**config.mk**
```make
export PLATFORM = sky130hd
export DESIGN_NAME = load_store_unit
export DESIGN_NICKNAME = d
export VERILOG_FILES = /design/src/rtl/load_store_unit.sv
export SDC_FILE = /design/constraint.sdc
export NUM_CORES = 1
export LEC_CHECK = 0
export CAP_MARGIN = 20
export CORE_MARGIN = 3
export CORE_UTILIZATION = 50
export DETAILED_ROUTE_END_ITERATION = 8
export PLACE_DENSITY = 0.87
export SLEW_MARGIN = 20
export SYNTH_ARGS = -nofsm -noshare
export SYNTH_HDL_FRONTEND = slang
export SYNTH_SLANG_ARGS = --single-unit
export TNS_END_PERCENT = 30
```
**constraint.sdc**
```tcl
create_clock -name clock -period 4.5 [get_ports clock]
set_clock_uncertainty 0.2 [all_clocks]
set_input_delay 1.35 -clock clock [delete_from_list [all_inputs] [get_ports clock]]
set_output_delay 1.35 -clock clock [all_outputs]
set_load 0.03 [all_outputs]
```
**src/rtl/load_store_unit.sv**
```systemverilog
// Load/store unit: one request at a time, byte or little-endian 16-bit access
// to a byte-wide data memory, with range checking and sign-extended byte loads.
module load_store_unit #(
  parameter int unsigned MEM_DEPTH = 32
) (
  input  logic        clock,
  input  logic        clear,
  input  logic        req_valid,
  output logic        req_ready,
  input  logic        req_write,
  input  logic        req_wide,
  input  logic [7:0]  req_addr,
  input  logic [15:0] req_wdata,
  input  logic [2:0]  req_rd,
  output logic        signal_memread,
  output logic        signal_memwrite,
  output logic [7:0]  mem_address,
  output logic [7:0]  mem_data_to_write,
  input  logic [7:0]  mem_data_out,
  output logic        wb_valid,
  output logic [2:0]  wb_rd,
  output logic [15:0] wb_data,
  output logic        addr_error
);

  localparam int unsigned MAX_BYTE_ADDR = MEM_DEPTH - 1;
  localparam int unsigned MAX_WIDE_ADDR = MEM_DEPTH - 2;

  typedef enum logic [2:0] {
    IDLE   = 3'd0,
    ACC_LO = 3'd1,
    ACC_HI = 3'd2,
    DONE   = 3'd3,
    ERR    = 3'd4
  } state_t;

  state_t      state, state_next;
  logic        r_write, r_wide;
  logic [7:0]  r_addr;
  logic [15:0] r_wdata;
  logic [2:0]  r_rd;
  logic [7:0]  lo_byte;
  logic        in_range;

  assign in_range = req_wide ? (32'(req_addr) <= MAX_WIDE_ADDR)
                             : (32'(req_addr) <= MAX_BYTE_ADDR);

  // State register
  always_ff @(posedge clock) begin
    if (clear) state <= IDLE;
    else       state <= state_next;
  end

  // Next state and memory/handshake strobes; clear masks every strobe
  always_comb begin
    state_next        = state;
    req_ready         = 1'b0;
    signal_memread    = 1'b0;
    signal_memwrite   = 1'b0;
    mem_address       = 8'd0;
    mem_data_to_write = 8'd0;
    wb_valid          = 1'b0;
    addr_error        = 1'b0;
    case (state)
      IDLE: begin
        req_ready = !clear;
        if (req_valid) state_next = in_range ? ACC_LO : ERR;
      end
      ACC_LO: begin
        mem_address       = r_addr;
        mem_data_to_write = r_wdata[7:0];
        signal_memwrite   = r_write && !clear;
        signal_memread    = !r_write && !clear;
        state_next        = r_wide ? ACC_HI : DONE;
      end
      ACC_HI: begin
        mem_address       = r_addr + 8'd1;
        mem_data_to_write = r_wdata[15:8];
        signal_memwrite   = r_write && !clear;
        signal_memread    = !r_write && !clear;
        state_next        = DONE;
      end
      DONE: begin
        wb_valid   = !r_write && !clear;
        state_next = IDLE;
      end
      ERR: begin
        addr_error = !clear;
        state_next = IDLE;
      end
      default: state_next = IDLE;
    endcase
  end

  // Request capture and load assembly; wb_data only moves on the last load byte
  always_ff @(posedge clock) begin
    if (clear) begin
      r_write <= 1'b0;
      r_wide  <= 1'b0;
      r_addr  <= 8'd0;
      r_wdata <= 16'd0;
      r_rd    <= 3'd0;
      lo_byte <= 8'd0;
      wb_data <= 16'd0;
      wb_rd   <= 3'd0;
    end else begin
      if (state == IDLE && req_valid) begin
        r_write <= req_write;
        r_wide  <= req_wide;
        r_addr  <= req_addr;
        r_wdata <= req_wdata;
        r_rd    <= req_rd;
      end
      if (state == ACC_LO && !r_write) begin
        lo_byte <= mem_data_out;
        if (!r_wide) begin
          wb_data <= {{8{mem_data_out[7]}}, mem_data_out};
          wb_rd   <= r_rd;
        end
      end
      if (state == ACC_HI && !r_write) begin
        wb_data <= {mem_data_out, lo_byte};
        wb_rd   <= r_rd;
      end
    end
  end

endmodule

```
# Word-level counts from Yosys, hierarchy flattened
# Index checks and enable logic that the tools add are counted.
[op_classes]
n_reduce_logical = 11
muxes = 18
eq_ne = 6
addsub = 1
order_cmp = 2
[op_table]
columns = ["operator", "n"]
rows = [
  ["16-bit 2-to-1 mux", 3],
  ["8-bit one-hot mux with 2 select lines", 2],
  ["8-bit by 5-bit less-or-equal comparator with 1-bit output (second input constant)", 2],
  ["3-bit 2-to-1 mux", 5],
  ["3-bit one-hot mux with 3 select lines", 1],
  ["8-bit by 1-bit adder with 8-bit output (second input constant)", 1],
  ["1-bit 2-to-1 mux", 7],
  ["3-bit by 2-bit equality test with 1-bit output (second input constant)", 2],
  ["1-bit logical AND", 5],
  ["3-bit by 1-bit equality test with 1-bit output (second input constant)", 1],
  ["3-bit equality test (second input constant)", 1],
  ["3-bit zero test", 1],
  ["1-bit zero test", 2],
  ["2-bit by 1-bit != test with 1-bit output (second input constant)", 1],
  ["2-bit != test (second input constant)", 1],
  ["2-bit AND reduction", 1],
  ["2-bit nonzero test", 1],
  ["2-bit OR reduction", 1],
]
[word_totals]
word_cells = 47
reg_bits = 59
in_bits = 40

# Depth between registers and ports, before layout
[depth]
depth_word = 5
depth_mapped = 5
depth_no_buf = 4

# Worst setup path after synthesis
# OpenSTA, ideal clock, no wires.
[synth_timing]
path_type = "in2out"
start = "input clear"
end = "output req_ready"
arrival_ns = 2.601
n_path_buf = 2
required_time_ns = 2.950
setup_slack_ns = 0.349
cell_stages = 3
path_cell_list = "clkbuf_1 clkbuf_1 nor4_1"
[synth_between]
elab_chain_len = 2
[synth_rtl]
columns = ["element", "line", "rtl"]
rows = [
  ["start, declared", "7", "input logic clear,"],
  ["1-bit zero test", "66", "req_ready = !clear;"],
  ["1-bit 2-to-1 mux", "64", "case (state)"],
  ["end, declared", "9", "output logic req_ready,"],
]
# Every way passes these cells.

# Worst setup path after layout
[layout_timing]
start = "register state[2]"
end = "output mem_address[5]"
[layout_between]
elab_chain_len = 2
elab_cells_between_ends = 3
cone_classes = "eq/ne (2); mux (1)"
[layout_rtl]
columns = ["element", "line", "rtl"]
rows = [
  ["start, declared", "37", "state_t state, state_next;"],
  ["start signal, assigned", "51", "else state <= state_next;"],
  ["3-bit by 2-bit equality test with 1-bit output or 3-bit by 1-bit equality test with 1-bit output (tied branches)", "64", ""],
  ["8-bit one-hot mux with 2 select lines *", "64", ""],
  ["end, declared", "17", "output logic [7:0] mem_address,"],
]
# Mark *: on every way between the ends. The rest lies on a longest branch, timed or not.

==> Implementation_results.wiki <==
{| class="wikitable"
! Metric !! Value
|-
| Maximum single-stage delay on the critical path || 740 ps
|-
| Placement-stage worst setup slack || 337 ps
|-
| Total count of hold-check failures in the final report || 0
|-
| Relative max-transition margin || 28.6%
|-
| Synth unique cells || 39
|-
| Grt total ovfl || 0
|-
| Remaining design rule violation count || 0
|-
| Shortest period the worst path allows || 4270 ps
|-
| Cts repair resizes || 0
|-
| Wire length of the first global-routing pass || 11400 um
|-
| Pin count of the biggest net entering global routing || 52
|-
| Wire per inst || 14.6 um
|-
| Setup violations, final || 0
|-
| Detailed-router iteration count before antenna repair || 4
|-
| Global Route Usage Sum || 22.9%
|-
| Growth of design area from synthesis to finish || 37.0%
|-
| Core ar. || 5140 um2
|-
| Number of nets with antenna violations after routing || 0
|-
| Critical-path cell with the highest stage delay || nor3b_4
|-
| Insertion delay to the later sink of the worst-skew pair || 330 ps
|-
| Achievable clock frequency || 0.234 GHz
|-
| CTS hold repair buffers || 0
|-
| Io pins || 80
|-
| Synthesized net count || 369
|-
| Most numerous cell in the Yosys netlist || nand2_1
|-
| Cells taking the most area after synthesis || dfxtp_1, nand2_1, a21oi_1, a221oi_1, a22o_1
|-
| Number of enable flip-flop cells after synthesis || 0
|-
| Critical path capture point type || output pin
|-
| Port Buffer Count || 79
|-
| Total of max-cap violations || 0
|-
| Most frequent cells after synthesis || nand2_1, dfxtp_1, a21oi_1
|-
| Number of synthesized register bits || 59
|-
| Outcome || finished, final reports clean
|-
| Portion of synthesized cell area occupied by the leading cell type || 44.0%
|-
| Starting density of the core || 52.3%
|-
| Critical Path Start Type || flop
|-
| Placed wire-length estimate after detailed placement || 4730 um
|-
| Total length of routed wires || 6910 um
|-
| Async S/R FF share, synth || 0%
|-
| Most frequent CP cell || a31oi_1
|-
| Transition at the pin with the smallest max-transition slack || 1060 ps
|-
| Via density per instance || 5.43
|-
| Setup repair after global routing missed its margin || no
|-
| Placement Rows || 26
|-
| Proportion of layout cells with a drive suffix above 1 || 6.47%
|-
| CTS buffer count || 9
|-
| Initial detailed-routing violation count || 190
|-
| Buffer cell driving the clock tree root || clkbuf_8
|-
| Library cell with the largest summed area after synthesis || dfxtp_1
|-
| X dimension of the die || 79.3 um
|-
| Number of clock sinks || 59
|-
| Cell area after technology mapping || 2690 um2
|-
| GPL Wtd Cong || 0.823
|-
| Nets || 438
|-
| Worst path required time || 2950 ps
|-
| Largest buffer count on any clock path || 2
|-
| Dominant delay contributor by cell family on the critical path || simple AND/OR/NAND/NOR gates
|-
| Critical path peak fanout || 18
|-
| Crit path arrival time || 2720 ps
|-
| Total count of max-transition violations in the final report || 0
|-
| Antenna violations before repair || 0
|-
| Number of levels in the clock H-tree || 3
|-
| Die extent in y || 79.3 um
|-
| Cells after Synth || 328
|-
| Via count of the first global-routing pass || 2452
|-
| Ratio of final minimum period to clock period || 94.8%
|-
| Total power divided by cell area || 376 nW/um2
|-
| PnR worst setup slack || 233 ps
|-
| Die area || 6290 um2
|-
| Mean Syn Cell Area || 8.19 um2
|-
| Type of the setup path with the least slack || reg2out
|-
| Setup TNS || 0 ps
|-
| Post-CTS setup buffer count || 0
|-
| VDD IR max || 0.248 mV
|-
| Worst-path clk slew || 60 ps
|-
| Leakage power || 0.00128 uW
|-
| Synthesis Warnings || 0
|-
| Antenna diode instance count || 0
|-
| Portion of the post-synthesis area used by sequential elements || 44.0%
|-
| Most frequently used flop master after synthesis || dfxtp_1
|-
| Crit path buf inv count || 1
|-
| Clock tree from TritonCTS || built
|-
| Via count || 2563
|-
| Ordered cell list for the critical path || nor3b_4 -> a31oi_1 -> a31oi_1 -> clkdlybuf4s50_1
|-
| Worst min path class || reg2reg
|}
==> cell usage in the layout, fill, tap and decap left out, types with 2 or more instances in the layout <==
cell             instances
nand2b_1                 9
o21ai_1                  2
nor4b_1                  2
nand3_1                  3
a211o_1                  2
nor3_1                  10
clkdlybuf4s50_1         78
or4b_1                   3
nor4b_4                  2
xnor2_1                  2
o211ai_1                 2
nor4_1                   2
clkbuf_8                13
dfxtp_1                 59
o21a_1                   3
buf_4                    5
mux2i_1                  5
nor2_1                   2
a221oi_1                15
nand2_1                 87
a22o_1                  10
clkbuf_1                 2
o2bb2ai_1                7
inv_1                   17
a31oi_1                  4
nor3b_2                  2
a21oi_1                 40
==> stage by stage <==
| step | instances | utilization, % | cell area, um2 | hold slack [ps] | total power, uW |
|---|---|---|---|---|---|
| after floorplan | 328 | - | 2690 | 236 | 814 |
| after global placement | 456 | 67.9 | 3490 | 241 | 931 |
| after detailed placement | 456 | 67.9 | 3490 | 247 | 943 |
| after CTS | 472 | 71.6 | 3680 | 255 | 1400 |
| after global routing | 472 | 71.6 | 3680 | 272 | 1450 |
| final | 472 | 71.6 | 3680 | 255 | 1380 |
==> report_power, final <==
part           switching [uW]  leakage, uW  internal, uW
sequential               39.7     0.000482           571
combinational             180     0.000699           140
clock                     194    0.0000997           260
==> logic make-up (layout without fill, tap and decap cells) <==
logic type	after synthesis	count (layout)	synth area share, %
multiplexers	6	6	2.28
AND/OR/NAND/NOR	131	131	24.4
flip-flops	59	59	44.0
XOR/XNOR	2	2	0.652
buffers and inverters	43	117	6.71
AO/OA/AOI/OAI	86	86	21.5
adder cells (fa/ha/maj)	1	1	0.466
==> worst paths after layout <==
path | from | to | slack [ps] | cells after the start
worst min register to register | r_wdata[8]$_SDFFE_PP0P_ | r_wdata[8]$_SDFFE_PP0P_ | 250 | 2
worst max-delay path | state[2]$_SDFFE_PP0P_ | mem_address[5] | 230 | 4
worst max register to register | state[1]$_SDFFE_PP0P_ | wb_data[14]$_SDFFE_PP0P_ | 1650 | 4
worst min-delay path | r_wdata[8]$_SDFFE_PP0P_ | r_wdata[8]$_SDFFE_PP0P_ | 250 | 2
==> area by class of cell <==
class                   count  area (um2)
fillers                   414        1460
multi-input cells         226        1330
flip-flops and latches     59        1180
repair buffers             84         823
clock buffers              15         186
well taps                  70        87.6
inverters                  17        63.8
clock inverters             1        5.00
==> worst min-delay path, cell delays in order, from the launching register on <==
cell and delay [ps]:
dfxtp_1 310, nand2_1 50, a21oi_1 50
==> routing by layer <==
layer | up-vias | global-route usage, % | part of all wire [%]
met2 | 74 | 38.2 | 51
met1 | 1200 | 28.2 | 42
met5 | - | 0 | 0
met4 | 0 | 8.08 | 0.94
met3 | 8 | 6.46 | 5.4
li1 | 1281 | - | -
==> sequential cells by signal (all words and copies together) (netlist names), 3 cells and up <==
| register | count |
|---|---|
| r_wdata | 16 |
| wb_data | 16 |
| lo_byte | 8 |
| r_addr | 8 |
| r_rd | 3 |
| state | 3 |
| wb_rd | 3 |
No activity file was read; power rests on OpenSTA's default activity.
